<file path="src/rtl/button_conditioner.sv">
// ----------------------------------------------------------------------------
// button_conditioner : per-channel synchroniser + counter debouncer with
//                      clean level and one-cycle press/release strobes
// Revision 1.0
// ----------------------------------------------------------------------------
`default_nettype none

module button_conditioner #(
   parameter int NUM_INPUTS      = 4,
   parameter int DEBOUNCE_CYCLES = 270000,
   parameter bit ACTIVE_HIGH     = 1'b1
) (
   input  logic                  clk,
   input  logic                  rst_n,
   input  logic [NUM_INPUTS-1:0] raw_in,
   output logic [NUM_INPUTS-1:0] level,
   output logic [NUM_INPUTS-1:0] press,
   // "release" is a reserved word, hence the suffixed name
   output logic [NUM_INPUTS-1:0] release_o
);

   localparam int              CNT_W    = $clog2(DEBOUNCE_CYCLES);
   localparam logic [CNT_W-1:0] CNT_LAST = CNT_W'(DEBOUNCE_CYCLES - 1);

   localparam logic [0:0] ST_STABLE  = 1'b0;
   localparam logic [0:0] ST_CONFIRM = 1'b1;

   if (DEBOUNCE_CYCLES < 2) begin : g_bad_param
      $error("button_conditioner: DEBOUNCE_CYCLES must be >= 2");
   end

   logic [NUM_INPUTS-1:0] w_s;
   logic [NUM_INPUTS-1:0] sync1_q;
   logic [NUM_INPUTS-1:0] sync2_q;

   assign w_s = ACTIVE_HIGH ? raw_in : ~raw_in;

   always_ff @(posedge clk or negedge rst_n) begin
      if (!rst_n) begin
         sync1_q <= '0;
         sync2_q <= '0;
      end else begin
         sync1_q <= w_s;
         sync2_q <= sync1_q;
      end
   end

   for (genvar g = 0; g < NUM_INPUTS; g++) begin : g_ch
      logic [0:0]       state_q, state_d;
      logic [CNT_W-1:0] cnt_q, cnt_d;
      logic             level_q, level_d;
      logic             press_q, press_d;
      logic             rel_q, rel_d;
      logic             w_commit;

      always_ff @(posedge clk or negedge rst_n) begin
         if (!rst_n) begin
            state_q <= ST_STABLE;
            cnt_q   <= '0;
            level_q <= 1'b0;
            press_q <= 1'b0;
            rel_q   <= 1'b0;
         end else begin
            state_q <= state_d;
            cnt_q   <= cnt_d;
            level_q <= level_d;
            press_q <= press_d;
            rel_q   <= rel_d;
         end
      end

      always_comb begin
         state_d  = state_q;
         cnt_d    = cnt_q;
         w_commit = 1'b0;
         case (state_q)
            ST_STABLE: begin
               cnt_d = '0;
               if (sync2_q[g] != level_q) begin
                  state_d = ST_CONFIRM;
                  cnt_d   = CNT_W'(1);
               end
            end
            ST_CONFIRM: begin
               if (sync2_q[g] == level_q) begin
                  state_d = ST_STABLE;
                  cnt_d   = '0;
               end else if (cnt_q == CNT_LAST) begin
                  // DEBOUNCE_CYCLES consecutive disagreeing samples seen
                  w_commit = 1'b1;
                  state_d  = ST_STABLE;
                  cnt_d    = '0;
               end else begin
                  cnt_d = cnt_q + 1'b1;
               end
            end
            default: begin
               state_d = ST_STABLE;
               cnt_d   = '0;
            end
         endcase
      end

      always_comb begin
         level_d = w_commit ? ~level_q : level_q;
         press_d = w_commit & ~level_q;
         rel_d   = w_commit &  level_q;
      end

      assign level[g]     = level_q;
      assign press[g]     = press_q;
      assign release_o[g] = rel_q;
   end

endmodule

`default_nettype wire
</file>
<file path="config.mk">
export PLATFORM = sky130hd
export DESIGN_NAME = button_conditioner
export DESIGN_NICKNAME = d
export VERILOG_FILES = /design/src/rtl/button_conditioner.sv
export SDC_FILE = /design/constraint.sdc
export NUM_CORES = 1
export LEC_CHECK = 0
export CAP_MARGIN = 30
export CORE_MARGIN = 3
export CORE_UTILIZATION = 60
export DETAILED_ROUTE_END_ITERATION = 6
export PLACE_DENSITY = 0.79
export SLEW_MARGIN = 5
export SYNTH_ARGS = -nofsm -noshare
export SYNTH_HDL_FRONTEND = slang
export SYNTH_SLANG_ARGS = --single-unit
</file>
<file path="constraint.sdc">
create_clock -name clk -period 4.55 [get_ports clk]
set_input_delay 0.6825 -clock clk [delete_from_list [all_inputs] [get_ports clk]]
set_output_delay 0.6825 -clock clk [all_outputs]
set_load 0.02 [all_outputs]
</file>
==> results of run 1 <==
[kinds of logic after synthesis]
| group | Yosys count |
|---|---|
| AOI/OAI and AO/OA | 32 |
| xor gates and xnor gates | 64 |
| adders and majority gates | 4 |
| buffers and inverters | 32 |
| DFF | 100 |
| muxes | 3 |
| and+or+nand+nor | 216 |
[state kept, by name, indices dropped and copies added (netlist names)]
signal and flops:
g_ch.cnt_q 76, g_ch.level_q 4, g_ch.press_q 4, g_ch.rel_q 4, g_ch.state_q 4, sync1_q 4, sync2_q 4
[per-layer routing]
metal | track usage (%) | vias to the layer above | part of all wire [%]
li1 | - | 1583 | -
met1 | 26.5 | 1596 | 47
met2 | 31.5 | 54 | 48
met3 | 5.05 | 10 | 3.6
met4 | 6.38 | 0 | 1.4
met5 | 0 | - | 0
[per-stage QoR]
stage | total power, mW | hold slack (ns) | utilization, %
2_1_floorplan | 0.979 | 0.331 | -
5_1_grt | 1.67 | 0.369 | 68.4
3_5_place_dp | 1.01 | 0.337 | 65.4
6_report | 1.59 | 0.356 | 68.4
4_1_cts | 1.61 | 0.360 | 68.4
3_3_place_gp | 1.01 | 0.335 | 65.3
[worst max-delay path: cells and delay by family (launching register included)]
kind / cells / cell delay [ns]
flops: 1 / 0.41
compound gates: 2 / 0.78
fa+ha+maj: 1 / 0.20
simple gates: 2 / 0.76
[final timing paths]
check / endpoint / start / slack, ns
worst max-delay path: g_ch[2].cnt_q[0] / g_ch[2].cnt_q[0] / 2.24
worst min-delay path: sync2_q[2] / sync1_q[2] / 0.36
worst max register to register: g_ch[2].cnt_q[0] / g_ch[2].cnt_q[0] / 2.24
worst min register to register: sync2_q[2] / sync1_q[2] / 0.36
max in group asynchronous: g_ch[0].cnt_q[2] / rst_n / 3.25
min in group asynchronous: g_ch[3].cnt_q[18] / rst_n / 0.40
[area by class of cell]
class / instances / area share [%]
Sequential cell: 100 / 49.4
Clock inverter: 4 / 1.09
Multi-Input combinational cell: 319 / 39.1
Tap cell: 99 / 2.44
Clock buffer: 12 / 3.26
Inverter: 14 / 1.04
Timing Repair Buffer: 19 / 3.68
[power groups by stage]
stage	logic, mW	clock network, mW	registers, mW
after floorplan	0.0424	0	0.936
after global placement	0.0700	0	0.939
after detailed placement	0.0745	0	0.940
after CTS	0.0753	0.617	0.923
after global routing	0.0848	0.660	0.926
final	0.0720	0.596	0.923
[cells in the final DEF, fill, tap and decap left out, drive strengths merged]
cell,instances
clkinv,1
nand2,20
nor2b,2
or3,7
a31oi,1
mux2i,3
or2,1
clkinvlp,1
xnor2,41
o22ai,4
or4,5
nand2b,4
o21bai,3
nand3,23
a211oi,1
ha,4
and4,5
a21oi,9
o21ai,13
nand4,21
nand4b,2
nor4b,6
xor2,23
and2,5
dfrtp,100
and3,5
inv,15
nor3,20
a31o,1
clkdlybuf4s50,16
nor4,19
and4bb,1
bufinv,1
clkbuf,12
nor2,70
buf,3
==> results_dict.tcl, run 1 <==
set metrics [dict create \
    postRouteWirelength_um 7840 \
    synthAdderAreaFrac_pct 1.07 \
    core_mm2 0.00741 \
    synth_top_family_by_area "simple AND/OR/NAND/NOR gates" \
    final_area_mm2 0.00507 \
    num-fill-cells 576 \
    p_sw_share_pct 22.6 \
    globalplace.congestion 0.803 \
    drv_slew 0 \
    grt_start_max_net_pins 68 \
    vias_per_cell 5.72 \
    ys_seq_elements 100 \
    drt-initial-drc-count 118 \
    synth-simple-area-share_pct 24.7 \
    dieArea_mm2 0.00885 \
    detail_route.first_pass.iterations 4 \
    multi_input_area_mm2 0.00198 \
    htree_levels 3 \
    clock_sinks 100 \
    skew_ns 0.0102 \
    fin_ws_ns 2.24 \
    path_cells "ha_1, nand3_1, or4_1, o21ai_2, o22ai_1" \
    cp.arrival_ns 2.51 \
    ys.flop_type "dfrtp_1" \
    drive_gt1_share_pct 6.41 \
    fmax_mhz 432 \
    syn-num-nets 461 \
    synth_cells 451 \
    post-route-drc-count 0 \
    peakVddDrop_mv 0.157 \
    grt_pass1_vias 3084 \
    routed-via-count 3243 \
    critical-path-max-stage-delay_ns 0.60 \
    port_buffers 17 \
    ctsResizeCount 0 \
    syn2layout_area_growth_pct 8.81 \
    seqCellArea_mm2 0.00250 \
    rows 31 \
    hold_buffers 0 \
    fin_crit_ns 2.31 \
    yosysUniqueCellTypes 38 \
    cts_tree "done" \
    yosysWarningCount 0 \
    finalHoldViolations 0 \
    critPathSlowestCell "o21ai_2" \
    crit_path_start_kind "flip-flop" \
    postSynthAreaPerCell_um2 10.3 \
    synth_area_mm2 0.00466 \
    power.density_mw_per_mm2 314 \
    fp.dieW_um 94.1 \
    yosysSeqAreaShare_pct 53.7 \
    switchingPower_mw 0.359 \
    netlist_top_cells_count "100 x dfrtp_1, 70 x nor2_1, 41 x xnor2_1" \
    grt_util_all_layers_pct 19.7 \
    power_frac_clock_pct 37.5 \
    start_util_pct 62.9 \
    status "completed" \
    cts-buffers-inserted 9 \
    yosysMostFrequentCell "dfrtp_1" \
    combPwrFrac_pct 4.5 \
    postPlaceCellArea_mm2 0.00485 \
    synth_compound_area_share_pct 4.11 \
    wl_per_cell_um 13.8 \
    synth_edf_count 0 \
    ant_nets 0 \
    io_pins 18 \
    hold_depth 0 \
    cts_setup_buffers 0 \
    synth_top_area_share_pct 53.7 \
    layout_worst_path_cycle_share_pct 50.9 \
    setup_violations 0 \
    p_int_mw 1.23 \
    synth-xor-area-share_pct 12.0 \
    p_leak_nw 1.97 \
    relSlewSlack_pct 46.5 \
    path_clk_slew_ns 0.09 \
    sequentialPowerShare_pct 58.0 \
    die_h_um 94.1 \
    nNetsFinal 473 \
    finalSetupTns_ns 0 \
    maxCapViolCount 0 \
    rsz0062_at_grt "no" \
    num_antenna_cells 0 \
    ys_top_cells_by_area "dfrtp_1 54%, xnor2_1 7.7%, nor2_1 5.6%, xor2_1 4.3%, nand4_1 2.7%" \
    final_cell_count_no_fill 567 \
    grt-ovfl-total 0 \
    endpoint_kind "flip-flop" \
    grt_pass1_wl_um 14000 \
    async_flop_share_pct 100 \
    dpl.hpwl_um 5310 \
    cts-root-buf "clkbuf_8" \
    min_path_type "flip-flop to flip-flop" \
    cts_buffer_depth 2 \
    tightest_slew_ns 0.802 \
    post-place-ws_ns 2.24 \
    worstSetupPathType "flip-flop to flip-flop" \
    r2r_cells 5 \
    synth_mux_area_share_pct 0.645 \
    dpl.cell_count 551 \
    antenna_found_initial 0 \
    worst-path-max-fanout 18 \
    clock_latency_ns 0.35 \
    cp.required_ns 4.75 \
    synth_top_area_cell "dfrtp_1" \
]
Note: power is estimated with default switching activity, not from simulation.
==> run 2: changes to the inputs <==
Settings changed: CORE_UTILIZATION 60 to 55, PLACE_DENSITY 0.79 to 0.76.
Clock period 4.55 ns to 2.1 ns, I/O delays scaled along.
==> results_dict.tcl, run 2 (synthesis gave the netlist of run 1 again) <==
set metrics [dict create \
    rsz0062_at_grt "no" \
    clock_sinks 100 \
    finalHoldViolations 0 \
    rows 32 \
    ff2ff_setup_slack_ns 0.15 \
    worst-path-max-fanout 5 \
    port_buffers 17 \
    die_h_um 98.0 \
    grt_start_max_net_pins 46 \
    nNetsFinal 486 \
    layout_worst_path_cycle_share_pct 93.0 \
    skew_ns 0.0148 \
    timing.rr.end "g_ch[1].cnt_q[18]" \
    hold_depth 0 \
    final_common_cell "dfrtp_1" \
    grt_pass1_wl_um 14600 \
    worstSetupPathType "flip-flop to flip-flop" \
    cts_tree "done" \
    grt-ovfl-total 0 \
    hold_end "sync2_q[2]" \
    setup_violations 0 \
    crit_path_start_kind "flip-flop" \
    path_clk_slew_ns 0.10 \
    start_util_pct 58.4 \
    num-fill-cells 642 \
    antenna_found_initial 0 \
    regMostFlops "g_ch.cnt_q" \
    min_path_type "flip-flop to flip-flop" \
    final_cell_mix "100 x dfrtp_1, 70 x nor2_1, 41 x xnor2_1" \
    power.density_mw_per_mm2 639 \
    cts_buffer_depth 2 \
    dpl.hpwl_um 5790 \
    post-place-ws_ns 0.193 \
    fmax_mhz 512 \
    final_util_pct 64.4 \
    peakVddDrop_mv 0.368 \
    postRouteWirelength_um 8090 \
    fin_ws_ns 0.146 \
    tightest_slew_ns 0.557 \
    endpoint_kind "flip-flop" \
    reg2reg_from "g_ch[1].cnt_q[0]" \
    power_mw 3.28 \
    maxCapViolCount 0 \
    clock_latency_ns 0.36 \
    use_met2_pct 29.6 \
    busiest_layer "met2" \
    cts-buffers-inserted 9 \
    io_pins 18 \
    status "completed" \
    grt_pass1_vias 3297 \
    vias_per_cell 5.65 \
    routed-via-count 3294 \
    detail_route.first_pass.iterations 4 \
    grt_util_all_layers_pct 18.3 \
    syn2layout_area_growth_pct 10.3 \
    cp.arrival_ns 2.24 \
    p_leak_nw 2.01 \
    largest_register_ffs 76 \
    drt-initial-drc-count 80 \
    post-route-drc-count 0 \
    r2r_cells 5 \
    met1_usage_pct 25.2 \
    core_mm2 0.00797 \
    hold_start "sync1_q[2]" \
    finalSetupTns_ns 0 \
    ant_nets 0 \
    drive_gt1_share_pct 8.73 \
    grt_use_met3_pct 3.79 \
    dieArea_mm2 0.00961 \
    cts-root-buf "clkbuf_8" \
    fin_crit_ns 1.95 \
    fp.dieW_um 98.0 \
    wl_per_cell_um 13.9 \
    globalplace.congestion 0.814 \
    relSlewSlack_pct 62.5 \
    cp.required_ns 2.39 \
    num_antenna_cells 0 \
    drv_slew 0 \
    htree_levels 3 \
]
-- run 2: cell types whose count changed in the layout (fill, tap and decap cells not counted), sizes merged --
cell	change
clkinv	+3
buf	+12
clkbuf	-3
bufinv	-1
clkinvlp	+1
dlygate4sd3	+1
-- run 2: what timing repair did --
action	CTS	global route
setup endpoints to repair	0	0
hold buffers	1	0
endpoints found under the hold margin	35	0
setup buffers	0	0
gates resized for setup	0	0
-- run 2: power breakdown --
group / internal [mW] / switching, mW
Combinational: 0.0681 / 0.113
Sequential: 1.96 / 0.0355
Clock: 0.435 / 0.668
-- run 2: worst max-delay path by stage --
stage / from / end / slack (ns) / cells past startpoint
floorplan: g_ch[2].cnt_q[0] / g_ch[2].cnt_q[12] / 0.21 / 6
global placement: g_ch[1].cnt_q[0] / g_ch[1].cnt_q[16] / 0.27 / 5
detailed placement: g_ch[1].cnt_q[0] / g_ch[1].cnt_q[18] / 0.19 / 5
CTS: g_ch[1].cnt_q[0] / g_ch[1].cnt_q[18] / 0.16 / 5
global route: g_ch[1].cnt_q[0] / g_ch[1].cnt_q[18] / 0.04 / 5
finish: g_ch[1].cnt_q[0] / g_ch[1].cnt_q[18] / 0.15 / 5
-- run 2: final cells by class --
class,instances,area (um2),area share (%)
multi-input combinational,319,1980,38.6
clock inverter,7,51.3,0.999
inverter,14,52.6,1.02
clock buffer,9,124,2.41
sequential,100,2500,48.7
tap,102,128,2.49
timing repair buffer,32,295,5.75
-- run 2: per-stage QoR --
stage	cell area (um2)	instances	hold slack [ns]
global placement	4950	566	0.301
global route	5130	583	0.367
finish	5130	583	0.360
detailed placement	4950	566	0.308
CTS	5130	583	0.362
floorplan	4660	451	0.0194
-- run 2: worst max-delay path: stages, from the launching register on --
cell,delay (ns)
dfrtp_1,0.41
ha_1,0.23
nand3_1,0.17
or4_4,0.60
or3_1,0.32
a21oi_1,0.16
-- run 2: per-layer routing --
metal	vias to the layer above	part of all wire (%)
met2	53	48
li1	1606	-
met4	0	1.1
met1	1626	47
met3	9	3.6
met5	-	0
==> RTL edit 1: new RTL, flow settings as in run 2 <==
Reset style: synchronous (`rst_n`), changed in 2 clocked blocks.
--- a/src/rtl/button_conditioner.sv
+++ b/src/rtl/button_conditioner.sv
@@ -36,5 +36,5 @@
    assign w_s = ACTIVE_HIGH ? raw_in : ~raw_in;
 
-   always_ff @(posedge clk or negedge rst_n) begin
+   always_ff @(posedge clk) begin
       if (!rst_n) begin
          sync1_q <= '0;
@@ -54,5 +54,5 @@
       logic             w_commit;
 
-      always_ff @(posedge clk or negedge rst_n) begin
+      always_ff @(posedge clk) begin
          if (!rst_n) begin
             state_q <= ST_STABLE;
Function: same outputs for any inputs over 10 cycles, from zero or initial values and one cycle with rst_n low; that may be too few to reach the edited logic, so the function may still have changed.
==> RTL edit 1 against run 2 <==
Synthesized area is 5.4% lower; via count is 3.2% higher; worst setup slack better by 0.031 ns; clock skew is 0.0044 ns lower; global-route usage is 0.35 points higher; non-clock buffer count is 2 lower; critical path depth stayed put; maximum frequency is 1.6% higher; hold slack better by 0.086 ns; design area is 6.1% lower; sequential cell count stayed put; wire length is 0.37% lower; critical endpoint is now g_ch[2].cnt_q[18]; largest cell class is now multi-input gates.
Power is not compared: it rests on default switching activity, and its combinational part moved more than twofold at a synthesized area within 25%.
==> RTL edit 1: results (changes against run 2) <==
Setup path
  – Crit path DAT: 2.22 ns (-0.02 ns)
  – RR Endpoint: g_ch[2].cnt_q[18]
  – Crit-path max FO: 5 (unchanged)
  – Setup slack, reg-to-reg: 0.18 ns (+0.03 ns)
  – R2R Path Start: g_ch[2].cnt_q[1]
  – Worst R2R Path Depth: 5 (unchanged)

Route
  – DR iter-0 viols: 116 (+45%)
  – Post-DR vias/cell: 5.49 (-2.8%)
  – DRT Wirelength: 8.06 mm (-0.37%)
  – First drt pass iteration count: 4 (unchanged)

STA
  – Hold Slack: 0.445 ns (+0.0856 ns)
  – Clock skew: 0.0104 ns (-0.00442 ns)
  – Max-slew violations: 0 (unchanged)
  – Slew Limit Headroom: 54.9% (-7.6 points)

Logic synthesis
  – Sequential-to-total area share from yosys stat: 45.4% (-8.3 points)
  – Synthesis Warnings: 0 (unchanged)
  – Top cells by count, synth: 100 x dfxtp_1, 72 x nor2_1, 42 x xnor2_1, 30 x nand3_1, 26 x nand4_1
  – Synthesized Nets: 501 (+8.7%)
  – Post-synth EDFFs: 0 (unchanged)
  – Ys flop type: dfxtp_1
  – Ys async rst share: 0% (-100 points)
  – Yosys cell types: 47 (+24%)
  – Synth top area cells: dfxtp_1 45%, xnor2_1 8.3%, nor2_1 6.1%

Finish
  – Fraction of layout cells with a size suffix above 1: 7.93% (-0.80 points)
  – Number of flip-flops in the largest register: 76 (unchanged)
  – Fin nets: 522 (+7.4%)
  – # diodes: 0 (unchanged)
  – Most flops, register: g_ch.cnt_q
  – # fillers: 673 (+4.8%)

Power
  – Max VDD drop: 480 uV
  – P_leak: 1.51 nW

Clock network
  – Clock latency on the worst-skew pair: 0.36 ns (about the same)
  – Setup bufs post-CTS: 0 (unchanged)
  – CTS max path bufs: 2 (unchanged)
  – Number of CTS-inserted buffers: 9 (unchanged)
  – CTS clk-pin slew, worst paths: 0.09 ns
  – H-tree levels: 3 (unchanged)
  – Post_cts resized: 0 (unchanged)
  – Root Driver: clkbuf_8

Run status
  – Status: complete, no violations

GRT
  – Largest net degree at the start of global routing: 25 (-46%)
  – Vias in the first global route: 3,214 (-2.5%)
  – Antenna violations before repair: 0 (unchanged)
  – Total track usage: 18.6% (+0.35 points)
  – Global-route wire length before repair: 13.7 mm (-6.6%)

Placement
  – Placer Congestion: 0.821 (+0.87%)
  – Pre-CTS setup slack: 0.159 ns (-0.0339 ns)
  – Hpwl dp: 5.65 mm (-2.4%)
  – I/O Buffers: 17 (unchanged)

Min path
  – Hold depth: 1 (+1)
  – Hold WC Path Type: reg -> reg
  – HP Start: sync1_q[3]
  – WHS Endpoint: sync2_q[3]
RTL edit 1: layout make-up:
type / instances / area (sq um) / area share, %
clock buffers: 11 / 141 / 2.93
inverters: 21 / 78.8 / 1.63
well taps: 102 / 128 / 2.65
repair buffers: 30 / 268 / 5.55
flip-flops and latches: 100 / 2000 / 41.5
multi-input cells: 350 / 2170 / 45.0
clock inverters: 5 / 36.3 / 0.752
RTL edit 1: metrics by stage:
| stage | utilization (%) | instance area [sq um] | std cells |
|---|---|---|---|
| 2_1_floorplan | - | 4410 | 491 |
| 3_3_place_gp | 59.8 | 4640 | 603 |
| 3_5_place_dp | 59.8 | 4640 | 603 |
| 4_1_cts | 62.1 | 4820 | 619 |
| 6_report | 62.1 | 4820 | 619 |
| 5_1_grt | 62.1 | 4820 | 619 |
RTL edit 1: worst max-delay path by stage:
stage / startpoint / endpoint / slack [ns] / depth (start not counted)
after floorplan: g_ch[3].cnt_q[0] / g_ch[3].cnt_q[10] / 0.27 / 6
after global placement: g_ch[2].cnt_q[0] / g_ch[2].cnt_q[18] / 0.21 / 5
after detailed placement: g_ch[2].cnt_q[0] / g_ch[2].cnt_q[18] / 0.16 / 5
after CTS: g_ch[2].cnt_q[0] / g_ch[2].cnt_q[18] / 0.14 / 5
after global routing: g_ch[2].cnt_q[1] / g_ch[2].cnt_q[18] / 0.004 / 5
final: g_ch[2].cnt_q[1] / g_ch[2].cnt_q[18] / 0.18 / 5
RTL edit 1: cells by family after synthesis:
| kind of cell | count (synthesis) | synth area share [%] |
|---|---|---|
| fa+ha+maj | 4 | 1.14 |
| xor+xnor | 58 | 11.5 |
| flops | 100 | 45.4 |
| buf+inv | 41 | 5.34 |
| mux | 4 | 0.909 |
| compound gates | 42 | 6.76 |
| simple gates | 242 | 28.9 |
RTL edit 1: worst max-delay path, cell delays in order (launching register included):
cell	delay [ns]
dfxtp_1	0.40
ha_1	0.24
nand2_1	0.12
or4_1	0.59
or3_1	0.37
a21oi_1	0.14
RTL edit 1: power by group:
group | switching [mW] | total [mW] | internal, mW
combinational | 0.0179 | 0.0370 | 0.0190
clock | 0.667 | 1.13 | 0.466
sequential | 0.00844 | 1.92 | 1.91
RTL edit 1: routing by layer:
metal | GRT usage (%) | vias to the layer above | wire length (microns)
met5 | 0 | - | 0
met4 | 8.18 | 0 | 139
met3 | 4.03 | 14 | 275
met2 | 29.2 | 58 | 3660
met1 | 24.7 | 1569 | 3980
li1 | - | 1757 | -
==> RTL edit 2: new RTL, config.mk and constraints of run 2 <==
Made on the original files. The parameter `ACTIVE_HIGH` goes from 1'b1 to 1'b0.
--- a/src/rtl/button_conditioner.sv
+++ b/src/rtl/button_conditioner.sv
@@ -9,5 +9,5 @@
    parameter int NUM_INPUTS      = 4,
    parameter int DEBOUNCE_CYCLES = 270000,
-   parameter bit ACTIVE_HIGH     = 1'b1
+   parameter bit ACTIVE_HIGH     = 1'b0
 ) (
    input  logic                  clk,
Function: same outputs for any inputs over 10 cycles, from zero or initial values and one cycle with rst_n low; that may be too few to reach the edited logic, so the function may still have changed.
==> RTL edit 2 against run 2 <==
Via count up 1.4%; critical endpoint is now g_ch[0].level_q; design area up 1.9%; sequential cell count unchanged; wire length up 5.7%; utilization down 1.4 points; clock power up 16%; worst setup slack worse by 0.016 ns; total power up 5.1%; synthesized area up 1.9%; highest routed layer unchanged; critical path depth unchanged; first-iteration DRC count up 31%; sequential power about the same.
==> RTL edit 2: results (changes against run 2) <==
Logic synthesis
  – Synth top area cells: dfrtp_1 53%, xnor2_1 7.6%, nor2_1 6.2%
  – Synthesized Nets: 470 (+2.0%)
  – Yosys cell types: 45 (+18%)
  – Top cells by count, synth: 100 x dfrtp_1, 78 x nor2_1, 41 x xnor2_1, 23 x nand3_1, 22 x inv_1
  – Post-synthesis cell count: 460 (+2.0%)
  – Sequential-to-total area share from yosys stat: 52.7% (-1.0 points)
  – Ys flop type: dfrtp_1

Placement
  – Hpwl dp: 5.88 mm (+1.6%)
  – Placer Congestion: 0.829 (+1.9%)
  – I/O Buffers: 17 (unchanged)
  – Placed cell area: 5020 sq um (+1.4%)
  – Placed cells: 574 (+1.4%)

Power
  – P_leak: 2.03 nW (+0.87%)
  – Psw: 777 uW (-4.8%)
  – Clock power frac: 36.9% (+3.3 points)
  – Total power: 3.45 mW (+5.1%)
  – Max VDD drop: 351 uV (-4.6%)

Setup path
  – RR Endpoint: g_ch[0].level_q
  – Crit path DAT: 2.22 ns (-0.02 ns)
  – R2R Path Start: g_ch[0].cnt_q[0]
  – Slowest cell on the critical path: or4b_4
  – Crit-path max FO: 6 (+1)
  – Setup slack, reg-to-reg: 0.13 ns (-0.02 ns)
  – CP max stage delay: 0.53 ns (-0.07 ns)

GRT
  – Largest net degree at the start of global routing: 44 (-4.3%)
  – Total track usage: 19.0% (+0.75 points)
  – Global-route wire length before repair: 15.2 mm (+4.1%)

Route
  – DR iter-0 viols: 105 (+31%)
  – Average wire per standard cell: 14.5 microns (+4.4%)
  – Vias: 3,339 (+1.4%)

Clock network
  – Post_cts resized: 0 (unchanged)
  – CTS clk-pin slew, worst paths: 0.10 ns (about the same)
  – Hold buffers post-CTS: 1 (unchanged)
  – Number of CTS-inserted buffers: 9 (unchanged)
  – Clock latency on the worst-skew pair: 0.36 ns (about the same)

STA
  – Clock skew: 0.0119 ns (-0.00293 ns)
  – Slew Limit Headroom: 63.2% (+0.66 points)
  – Hold Slack: 0.357 ns (-0.00240 ns)
  – Fmax achieved: 0.508 GHz (-0.81%)

Run status
  – Status: complete, no violations

Finish
  – Fin nets: 491 (+1.0%)
  – Finished Layout Cells: 590 (+1.2%)
  – Fraction of layout cells with a size suffix above 1: 8.87% (+0.13 points)

Min path
  – WHS Endpoint: sync2_q[0]
  – HP Start: sync1_q[0]
-- RTL edit 2: cell count changes in the layout (fill, tap and decap cells not counted), sizes merged, moves of 3 or more --
cell / before / now
nor2: 70 / 78
nor3: 20 / 12
inv: 15 / 22
and4: 5 / 11
clkbuf: 9 / 14
nand2: 20 / 15
clkinv: 4 / 0
and3: 5 / 2
nand3: 23 / 26
o41ai: 0 / 3
or4: 5 / 2
or4b: 0 / 3
-- RTL edit 2: how the worst max path moves through the flow --
stage / from / endpoint / cells past startpoint
2_1_floorplan: g_ch[0].cnt_q[0] / g_ch[0].level_q / 5
3_3_place_gp: g_ch[0].cnt_q[0] / g_ch[0].level_q / 5
3_5_place_dp: g_ch[0].cnt_q[0] / g_ch[0].level_q / 5
4_1_cts: g_ch[0].cnt_q[0] / g_ch[0].level_q / 5
5_1_grt: g_ch[0].cnt_q[0] / g_ch[0].level_q / 5
6_report: g_ch[0].cnt_q[0] / g_ch[0].level_q / 5
-- RTL edit 2: layout make-up --
class	instances	area [sq um]
Tap cell	105	131
Inverter	22	82.6
Timing Repair Buffer	32	295
Sequential cell	100	2500
Clock buffer	14	173
Clock inverter	1	30.0
Fill cell	675	3070
Multi-Input combinational cell	316	2020
-- RTL edit 2: logic make-up (layout without fill, tap and decap cells) --
family | count (synthesis) | in the layout | share of synthesized area (%)
simple gates | 212 | 212 | 24.3
flops | 100 | 100 | 52.7
xor+xnor | 64 | 64 | 12.1
buf+inv | 44 | 69 | 4.72
compound gates | 34 | 34 | 4.67
fa+ha+maj | 4 | 4 | 1.05
mux | 2 | 2 | 0.422
-- RTL edit 2: layer usage --
layer	GRT usage, %	part of all wire (%)	up-vias
li1	-	-	1635
met1	25.4	46	1645
met2	31.1	49	47
met3	5.02	3.5	12
met4	5.04	1.2	0
met5	0	0	-
